## src/rtl/mem_port_arbiter_if.sv

```systemverilog
// Bus bundle between the CPU/loader requesters, the arbiter and the block RAM port.
// The slave modport is the arbiter's view; master is the requester/RAM side.
interface mem_port_arbiter_if #(
  parameter int unsigned ADDR_WIDTH = 8,
  parameter int unsigned DATA_WIDTH = 16
);
  logic                  cpu_req;
  logic                  cpu_wen;
  logic [ADDR_WIDTH-1:0] cpu_addr;
  logic [DATA_WIDTH-1:0] cpu_wdata;
  logic                  cpu_gnt;
  logic                  cpu_done;
  logic [DATA_WIDTH-1:0] cpu_rdata;

  logic                  ldr_req;
  logic                  ldr_wen;
  logic [ADDR_WIDTH-1:0] ldr_addr;
  logic [DATA_WIDTH-1:0] ldr_wdata;
  logic                  ldr_gnt;
  logic                  ldr_done;
  logic [DATA_WIDTH-1:0] ldr_rdata;

  logic                  mem_wen;
  logic [ADDR_WIDTH-1:0] mem_addr;
  logic [DATA_WIDTH-1:0] mem_wdata;
  logic [DATA_WIDTH-1:0] mem_rdata;

  logic                  busy;

  modport slave (
    input  cpu_req, cpu_wen, cpu_addr, cpu_wdata,
    output cpu_gnt, cpu_done, cpu_rdata,
    input  ldr_req, ldr_wen, ldr_addr, ldr_wdata,
    output ldr_gnt, ldr_done, ldr_rdata,
    output mem_wen, mem_addr, mem_wdata,
    input  mem_rdata,
    output busy
  );

  modport master (
    output cpu_req, cpu_wen, cpu_addr, cpu_wdata,
    input  cpu_gnt, cpu_done, cpu_rdata,
    output ldr_req, ldr_wen, ldr_addr, ldr_wdata,
    input  ldr_gnt, ldr_done, ldr_rdata,
    input  mem_wen, mem_addr, mem_wdata,
    output mem_rdata,
    input  busy
  );
endinterface

```

## src/rtl/mem_port_arbiter.sv

```systemverilog
// Shares one single-port block RAM between the CPU and the program loader.
// One transaction at a time: IDLE (arbitrate) -> ACCESS (RAM samples) -> RESP (capture).
module mem_port_arbiter #(
  parameter int unsigned ADDR_WIDTH = 8,
  parameter int unsigned DATA_WIDTH = 16,
  parameter int unsigned PRIO_MODE  = 0
) (
  input logic               clk,
  input logic               a_reset_n,
  mem_port_arbiter_if.slave bus
);

  typedef enum logic [1:0] {StIdle, StAccess, StResp} state_e;

  state_e                state_q, state_d;
  logic                  winner_ldr_q, winner_ldr_d;
  logic                  last_ldr_q, last_ldr_d;
  logic                  mem_wen_q, mem_wen_d;
  logic [ADDR_WIDTH-1:0] mem_addr_q, mem_addr_d;
  logic [DATA_WIDTH-1:0] mem_wdata_q, mem_wdata_d;
  logic                  cpu_gnt_q, cpu_gnt_d;
  logic                  ldr_gnt_q, ldr_gnt_d;
  logic                  cpu_done_q, cpu_done_d;
  logic                  ldr_done_q, ldr_done_d;
  logic [DATA_WIDTH-1:0] cpu_rdata_q, cpu_rdata_d;
  logic [DATA_WIDTH-1:0] ldr_rdata_q, ldr_rdata_d;

  logic tie_ldr;
  logic pick_ldr;

  // Tie-break only; a lone request always wins. Unknown modes fall back to round-robin.
  always_comb begin
    case (PRIO_MODE)
      1:       tie_ldr = 1'b0;
      2:       tie_ldr = 1'b1;
      default: tie_ldr = ~last_ldr_q;
    endcase
  end

  assign pick_ldr = bus.ldr_req & (~bus.cpu_req | tie_ldr);

  always_comb begin
    state_d      = state_q;
    winner_ldr_d = winner_ldr_q;
    last_ldr_d   = last_ldr_q;
    mem_wen_d    = mem_wen_q;
    mem_addr_d   = mem_addr_q;
    mem_wdata_d  = mem_wdata_q;
    cpu_gnt_d    = cpu_gnt_q;
    ldr_gnt_d    = ldr_gnt_q;
    cpu_done_d   = 1'b0;
    ldr_done_d   = 1'b0;
    cpu_rdata_d  = cpu_rdata_q;
    ldr_rdata_d  = ldr_rdata_q;

    case (state_q)
      StIdle: begin
        if (bus.cpu_req || bus.ldr_req) begin
          winner_ldr_d = pick_ldr;
          last_ldr_d   = pick_ldr;
          if (pick_ldr) begin
            mem_wen_d   = bus.ldr_wen;
            mem_addr_d  = bus.ldr_addr;
            mem_wdata_d = bus.ldr_wdata;
            ldr_gnt_d   = 1'b1;
          end else begin
            mem_wen_d   = bus.cpu_wen;
            mem_addr_d  = bus.cpu_addr;
            mem_wdata_d = bus.cpu_wdata;
            cpu_gnt_d   = 1'b1;
          end
          state_d = StAccess;
        end
      end
      StAccess: begin
        mem_wen_d = 1'b0;
        state_d   = StResp;
      end
      StResp: begin
        // Read data is captured for writes too, so rdata always reflects the last access.
        if (winner_ldr_q) begin
          ldr_rdata_d = bus.mem_rdata;
          ldr_gnt_d   = 1'b0;
          ldr_done_d  = 1'b1;
        end else begin
          cpu_rdata_d = bus.mem_rdata;
          cpu_gnt_d   = 1'b0;
          cpu_done_d  = 1'b1;
        end
        state_d = StIdle;
      end
      default: state_d = StIdle;
    endcase
  end

  always_ff @(posedge clk or negedge a_reset_n) begin
    if (!a_reset_n) begin
      state_q      <= StIdle;
      winner_ldr_q <= 1'b0;
      last_ldr_q   <= 1'b1;
      mem_wen_q    <= 1'b0;
      mem_addr_q   <= '0;
      mem_wdata_q  <= '0;
      cpu_gnt_q    <= 1'b0;
      ldr_gnt_q    <= 1'b0;
      cpu_done_q   <= 1'b0;
      ldr_done_q   <= 1'b0;
      cpu_rdata_q  <= '0;
      ldr_rdata_q  <= '0;
    end else begin
      state_q      <= state_d;
      winner_ldr_q <= winner_ldr_d;
      last_ldr_q   <= last_ldr_d;
      mem_wen_q    <= mem_wen_d;
      mem_addr_q   <= mem_addr_d;
      mem_wdata_q  <= mem_wdata_d;
      cpu_gnt_q    <= cpu_gnt_d;
      ldr_gnt_q    <= ldr_gnt_d;
      cpu_done_q   <= cpu_done_d;
      ldr_done_q   <= ldr_done_d;
      cpu_rdata_q  <= cpu_rdata_d;
      ldr_rdata_q  <= ldr_rdata_d;
    end
  end

  assign bus.mem_wen   = mem_wen_q;
  assign bus.mem_addr  = mem_addr_q;
  assign bus.mem_wdata = mem_wdata_q;
  assign bus.cpu_gnt   = cpu_gnt_q;
  assign bus.ldr_gnt   = ldr_gnt_q;
  assign bus.cpu_done  = cpu_done_q;
  assign bus.ldr_done  = ldr_done_q;
  assign bus.cpu_rdata = cpu_rdata_q;
  assign bus.ldr_rdata = ldr_rdata_q;
  assign bus.busy      = (state_q != StIdle);

endmodule

```

## src/flat_wrapper.sv

```systemverilog
// flat-port wrapper written by rule: the top's interface ports become plain ports
module mem_port_arbiter_flat 
#(
  parameter int unsigned ADDR_WIDTH = 8,
  parameter int unsigned DATA_WIDTH = 16,
  parameter int unsigned PRIO_MODE  = 0
)
  (clk, a_reset_n, bus_cpu_req, bus_cpu_wen, bus_cpu_addr, bus_cpu_wdata, bus_cpu_gnt, bus_cpu_done, bus_cpu_rdata, bus_ldr_req, bus_ldr_wen, bus_ldr_addr, bus_ldr_wdata, bus_ldr_gnt, bus_ldr_done, bus_ldr_rdata, bus_mem_wen, bus_mem_addr, bus_mem_wdata, bus_mem_rdata, bus_busy);
  mem_port_arbiter_if #(.ADDR_WIDTH(ADDR_WIDTH), .DATA_WIDTH(DATA_WIDTH)) bus_i ();
  input logic clk;
  input logic a_reset_n;
  input wire logic [$bits(bus_i.cpu_req)-1:0] bus_cpu_req;
  input wire logic [$bits(bus_i.cpu_wen)-1:0] bus_cpu_wen;
  input wire logic [$bits(bus_i.cpu_addr)-1:0] bus_cpu_addr;
  input wire logic [$bits(bus_i.cpu_wdata)-1:0] bus_cpu_wdata;
  output wire logic [$bits(bus_i.cpu_gnt)-1:0] bus_cpu_gnt;
  output wire logic [$bits(bus_i.cpu_done)-1:0] bus_cpu_done;
  output wire logic [$bits(bus_i.cpu_rdata)-1:0] bus_cpu_rdata;
  input wire logic [$bits(bus_i.ldr_req)-1:0] bus_ldr_req;
  input wire logic [$bits(bus_i.ldr_wen)-1:0] bus_ldr_wen;
  input wire logic [$bits(bus_i.ldr_addr)-1:0] bus_ldr_addr;
  input wire logic [$bits(bus_i.ldr_wdata)-1:0] bus_ldr_wdata;
  output wire logic [$bits(bus_i.ldr_gnt)-1:0] bus_ldr_gnt;
  output wire logic [$bits(bus_i.ldr_done)-1:0] bus_ldr_done;
  output wire logic [$bits(bus_i.ldr_rdata)-1:0] bus_ldr_rdata;
  output wire logic [$bits(bus_i.mem_wen)-1:0] bus_mem_wen;
  output wire logic [$bits(bus_i.mem_addr)-1:0] bus_mem_addr;
  output wire logic [$bits(bus_i.mem_wdata)-1:0] bus_mem_wdata;
  input wire logic [$bits(bus_i.mem_rdata)-1:0] bus_mem_rdata;
  output wire logic [$bits(bus_i.busy)-1:0] bus_busy;
  assign bus_i.cpu_req = bus_cpu_req;
  assign bus_i.cpu_wen = bus_cpu_wen;
  assign bus_i.cpu_addr = bus_cpu_addr;
  assign bus_i.cpu_wdata = bus_cpu_wdata;
  assign bus_cpu_gnt = bus_i.cpu_gnt;
  assign bus_cpu_done = bus_i.cpu_done;
  assign bus_cpu_rdata = bus_i.cpu_rdata;
  assign bus_i.ldr_req = bus_ldr_req;
  assign bus_i.ldr_wen = bus_ldr_wen;
  assign bus_i.ldr_addr = bus_ldr_addr;
  assign bus_i.ldr_wdata = bus_ldr_wdata;
  assign bus_ldr_gnt = bus_i.ldr_gnt;
  assign bus_ldr_done = bus_i.ldr_done;
  assign bus_ldr_rdata = bus_i.ldr_rdata;
  assign bus_mem_wen = bus_i.mem_wen;
  assign bus_mem_addr = bus_i.mem_addr;
  assign bus_mem_wdata = bus_i.mem_wdata;
  assign bus_i.mem_rdata = bus_mem_rdata;
  assign bus_busy = bus_i.busy;
  mem_port_arbiter #(.ADDR_WIDTH(ADDR_WIDTH), .DATA_WIDTH(DATA_WIDTH), .PRIO_MODE(PRIO_MODE)) u_core (.clk(clk), .a_reset_n(a_reset_n), .bus(bus_i));
endmodule
```

## config.mk

```make
export PLATFORM = sky130hd
export DESIGN_NAME = mem_port_arbiter_flat
export DESIGN_NICKNAME = d
export VERILOG_FILES = /design/src/rtl/mem_port_arbiter_if.sv /design/src/rtl/mem_port_arbiter.sv /design/src/flat_wrapper.sv
export SDC_FILE = /design/constraint.sdc
export NUM_CORES = 1
export LEC_CHECK = 0
export BUFFER_PORTS_ARGS = -buffer_cell sky130_fd_sc_hd__buf_2
export CAP_MARGIN = 5
export CORE_MARGIN = 1.5
export CORE_UTILIZATION = 47
export DETAILED_ROUTE_END_ITERATION = 12
export GPL_TIMING_DRIVEN = 0
export PLACE_DENSITY = 0.87
export SKIP_CTS_REPAIR_TIMING = 1
export SLEW_MARGIN = 20
export SYNTH_ARGS = -nofsm -noshare
export SYNTH_HDL_FRONTEND = slang
export SYNTH_SLANG_ARGS = --single-unit
```

## constraint.sdc

```tcl
create_clock -name clk -period 1.9 [get_ports clk]
set_input_delay 0.38 -clock clk [delete_from_list [all_inputs] [get_ports clk]]
set_output_delay 0.38 -clock clk [all_outputs]
set_load 0.01 [all_outputs]
```

Yosys cells after proc, flatten, opt, wreduce, memory -nomap -nowiden --
Index checks and enable logic that the tools add are counted.
Storage, ports and cells: register bits 65, input port bits 70, output and inout port bits 62
Cells by class: multiplexer cells 19, bitwise gates (word level) 5, reduce and logical (&&, ||, !) cells 11, equality and inequality tests 7
Operators by type and width (number):
- 16-bit two-way mux | 1
- 1-bit two-way mux | 12
- 8-bit two-way mux | 1
- 2-bit AND reduction | 4
- 4-bit AND reduction | 2
- 2-bit by 1-bit inequality test with 1-bit output (second input constant) | 3
- 1-bit case mux with 2 select lines | 3
- 2-bit nonzero test | 3
- 2-bit inequality test (second input constant) | 2
- 2-bit case mux with 2 select lines | 1
- 1-bit inverter | 3
- 2-bit by 1-bit equality test with 1-bit output (second input constant) | 1
- 2-bit equality test (second input constant) | 1
- 2-bit zero test | 1
- 2-bit two-way mux | 1
- 1-bit bitwise AND | 1
- 1-bit logical OR | 1
- 1-bit OR | 1

Longest topological paths before layout --
word-level depth 6, depth in mapped cells 5, depth with buffers taken out 3

Worst setup path before layout --
OpenSTA, ideal clock, no wires.
path type flip-flop to flip-flop, from register u_core.last_ldr_q, to register u_core.mem_wdata_q[10], in the netlist u_core.bus.mem_wdata[10], path slack 313 ps, arrival time 1462 ps, clock period less this slack 1587 ps, buffers on the path 2, cell stages (with the launch flop) 6, library setup time 125 ps, cells stage by stage dfstp_2 a21bo_1 buf_6 buf_8 mux2_4 mux2_4
Between the ends: word-level cells in the longest chain between the ends 4
RTL lines:
- start: declaration | RTL line mem_port_arbiter.sv:17 | logic last_ldr_q, last_ldr_d;
- start signal: assignment | RTL line mem_port_arbiter.sv:113 | last_ldr_q <= last_ldr_d;
- 1-bit inverter | RTL line mem_port_arbiter.sv:36 | default: tie_ldr = ~last_ldr_q;
- 1-bit OR | RTL line mem_port_arbiter.sv:40 | assign pick_ldr = bus.ldr_req & (~bus.cpu_req | tie_ldr);
- 1-bit bitwise AND | RTL line mem_port_arbiter.sv:40
- 16-bit two-way mux | RTL line mem_port_arbiter.sv:61 | if (pick_ldr) begin
- end signal: assignment | RTL line mem_port_arbiter.sv:116 | mem_wdata_q <= mem_wdata_d;
- end: declaration | RTL line mem_port_arbiter.sv:20 | logic [DATA_WIDTH-1:0] mem_wdata_q, mem_wdata_d;
No other way between the ends. A chain may end at the register's enable or synchronous reset.

Worst setup path in the final report --
from register u_core.state_q[0], to register u_core.mem_wdata_q[3], in the netlist u_core.bus.mem_wdata[3]
Between the ends: word-level cells in the longest chain between the ends 2
RTL lines:
- start: declaration | RTL line mem_port_arbiter.sv:15 | state_e state_q, state_d;
- start signal: assignment | RTL line mem_port_arbiter.sv:98 | state_q <= StIdle;
- start signal: assignment | RTL line mem_port_arbiter.sv:111 | state_q <= state_d;
- 2-bit zero test | RTL line mem_port_arbiter.sv:56 | case (state_q)
- 2-bit AND reduction (no line)
No other way between the ends.

==> results.py <==
metrics = {
    "route": {
        "drt_iter0_markers": 54,
        "routedWlPerCell_microns": 14.5,
        "dr.pass1.iters": 4,
        "drt_wl_total_microns": 5770,
        "drc": 0,
        "vias_per_cell": 4.89,
        "drtAntennaViolNets": 0,
        "dr_total_vias": 1946,
    },
    "clocking": {
        "cts.sinks": 65,
        "cts_buffers": 9,
        "path_clk_slew_ns": 0.07,
        "cts_root_buf": "clkbuf_8",
        "cts_tree": "done",
        "clkLatencyLatePin_ns": 0.32,
        "clock_path_buffers": 2,
        "h-tree-depth": 3,
    },
    "floorplan": {
        "rows": 28,
        "start_util_pct": 48.5,
        "dieHeight_microns": 81.2,
        "die_w_microns": 81.2,
        "core-area_sq_um": 5920,
        "io_pins": 132,
        "die-area_sq_um": 6590,
    },
    "sta": {
        "fin_crit_sh_pct": 89.8,
        "skew_ns": 0.00602,
        "slew_violations": 0,
        "worstMarginPinSlew_ns": 0.807,
        "hold_violations": 0,
        "slew_headroom_pct": 46.2,
        "setup_violations": 0,
        "period_minus_slack_ns": 1.71,
        "setup_tns_ns": 0,
        "rsz0062_at_grt": "false",
        "fmax_ghz": 0.586,
    },
    "logic_synthesis": {
        "syn_nets": 246,
        "syn_avg_cell_area_sq_um": 16.3,
        "ys_seq_area_share_pct": 56.7,
        "synth_area_sq_um": 2870,
        "postSynthCellCount": 176,
        "synth.distinct_cells": 25,
        "ys_seq_elements": 65,
        "yosys_warnings": 0,
    },
    "global_route": {
        "first_global_vias": 1948,
        "grt_pass1_wl_microns": 9000,
        "grt_util_all_layers_pct": 18.3,
        "overflow": 0,
        "grt_max_degree": 66,
        "antenna_found_initial": 0,
    },
    "power_and_ir_drop": {
        "power_leakage_nw": 1.95,
        "p_clk_share_pct": 18.2,
        "p_sw_mw": 2.09,
        "seqPwrFrac_pct": 38.3,
        "ir_drop_uv": 816,
        "p_comb_share_pct": 43.5,
        "internal_power_mw": 4.32,
        "power_mw": 6.41,
        "powerDensity_nw_per_um2": 1670,
        "swShare_pct": 32.6,
    },
    "setup_path": {
        "worstSetupEndpointType": "register",
        "reg2regPathDepth": 5,
        "cp.required_ns": 2.11,
        "endpoint": "u_core.bus.mem_wdata[3]$_DFFE_PN0P_",
        "critical_path_class": "reg -> reg",
        "crit_fanout": 10,
        "r2r_setup_slack_ns": 0.19,
        "start_kind": "register",
        "critPathLaunch": "u_core.state_q[0]$_DFFE_PN0P_",
        "r2r-end": "u_core.bus.mem_wdata[3]$_DFFE_PN0P_",
        "crit_arrival_ns": 1.91,
        "worst_r2r_startpoint": "u_core.state_q[0]$_DFFE_PN0P_",
    },
    "run": {
        "maxCapViolCount": 0,
    },
    "placed_design": {
        "port_buffers": 131,
        "hpwl_microns": 4250,
        "gp_congestion": 0.715,
    },
    "final_layout": {
        "layout_common_cells": "133 x buf_2, 64 x dfrtp_1, 48 x mux2_2",
        "drive_gt1_share_pct": 73.4,
        "fillCellCount": 473,
        "antenna_cells": 0,
        "fin_nets": 388,
        "area_growth_pct": 33.3,
        "final_common_cell": "buf_2",
        "fin_util_pct": 64.7,
    },
    "outcome": {
        "status": "complete, no violations",
    },
    "worst_hold_path": {
        "hold_class": "in -> async",
    },
}
[worst min path at each step]
stage                                              start                                    to  slack, ns
final                                          a_reset_n    u_core.bus.mem_addr[4]$_DFFE_PN0P_       0.14
after global routing                           a_reset_n  u_core.bus.mem_wdata[15]$_DFFE_PN0P_       0.20
after CTS                                      a_reset_n    u_core.bus.mem_addr[4]$_DFFE_PN0P_       0.17
after detailed placement  u_core.bus.ldr_gnt$_DFFE_PN0P_        u_core.bus.ldr_gnt$_DFFE_PN0P_       0.48
after global placement    u_core.bus.ldr_gnt$_DFFE_PN0P_        u_core.bus.ldr_gnt$_DFFE_PN0P_       0.47
after floorplan                                a_reset_n         u_core.bus.cpu_done$_DFF_PN0_       0.08
[layout make-up]
class	instances	area, sq um	area share, %
flip-flops and latches	65	1630	42.5
repair buffers	131	658	17.2
multi-input cells	98	1150	29.9
clock buffers	10	138	3.59
well taps	75	93.8	2.45
inverters	4	15.0	0.392
plain buffers	9	83.8	2.19
clock inverters	6	66.3	1.73
[metrics by stage]
step | hold slack, ns | std cells | instance area [sq um] | worst slack [ns]
after floorplan | 0.0844 | 176 | 2870 | 0.313
after global placement | 0.474 | 382 | 3620 | 0.213
after detailed placement | 0.479 | 382 | 3620 | 0.184
after CTS | 0.166 | 398 | 3830 | 0.187
after global routing | 0.205 | 398 | 3830 | 0.0862
final | 0.136 | 398 | 3830 | 0.195
[Yosys cell counts, drive strengths merged]
library cell,number,share of area (%)
dfstp,1,0.91
a31oi,1,0.22
a21oi,1,0.17
a32o,1,0.35
mux2i,2,0.70
a21bo,1,0.35
nand3b,1,0.26
nor2,2,0.26
o22ai,1,0.22
nand3,1,0.17
nand2b,1,0.22
mux2,80,36
nor2b,1,0.22
or2b,1,0.26
nor3b,1,0.26
buf,9,2.9
nor3,1,0.17
o21a,2,0.52
inv,4,0.52
dfrtp,64,56
[kinds of logic after synthesis]
logic type | Yosys count | share of synthesized area [%]
AOI/OAI and AO/OA | 7 | 1.83
buffers and inverters | 13 | 3.44
DFF | 65 | 56.7
muxes | 82 | 36.2
and+or+nand+nor | 9 | 1.83
[sequential cells by signal, indices dropped and copies added, names as in the netlist]
| signal | count |
|---|---|
| u_core.bus.cpu_rdata | 16 |
| u_core.last_ldr_q | 1 |
| u_core.bus.cpu_gnt | 1 |
| u_core.winner_ldr_q | 1 |
| u_core.bus.cpu_done | 1 |
| u_core.bus.ldr_gnt | 1 |
| u_core.state_q | 2 |
| u_core.bus.mem_wen | 1 |
| u_core.bus.mem_wdata | 16 |
| u_core.bus.ldr_rdata | 16 |
| u_core.bus.mem_addr | 8 |
| u_core.bus.ldr_done | 1 |
[layer usage]
layer  routed length (microns)  vias up  track usage, %
li1                          -      909               -
met1                      2320      956            21.5
met2                      3010       71            31.3
met3                       337       10            4.38
met4                       106        0            9.31
met5                         0        -               0
[worst max-delay path, cell delays in order, from the launching register on]
cell	delay, ns
dfrtp_1	0.42
nor2_1	0.26
o21a_1	0.16
buf_4	0.18
buf_4	0.25
mux2_4	0.32
[power groups by stage]
stage                     clock network, mW  registers (mW)  logic [mW]
after global placement                    0            2.44        2.76
after floorplan                           0            2.78        1.48
after global routing                   1.27            2.54        3.02
final                                  1.17            2.45        2.79
after CTS                              1.21            2.46        2.84
after detailed placement                  0            2.47        2.84
(Power assumes the default switching activity.)
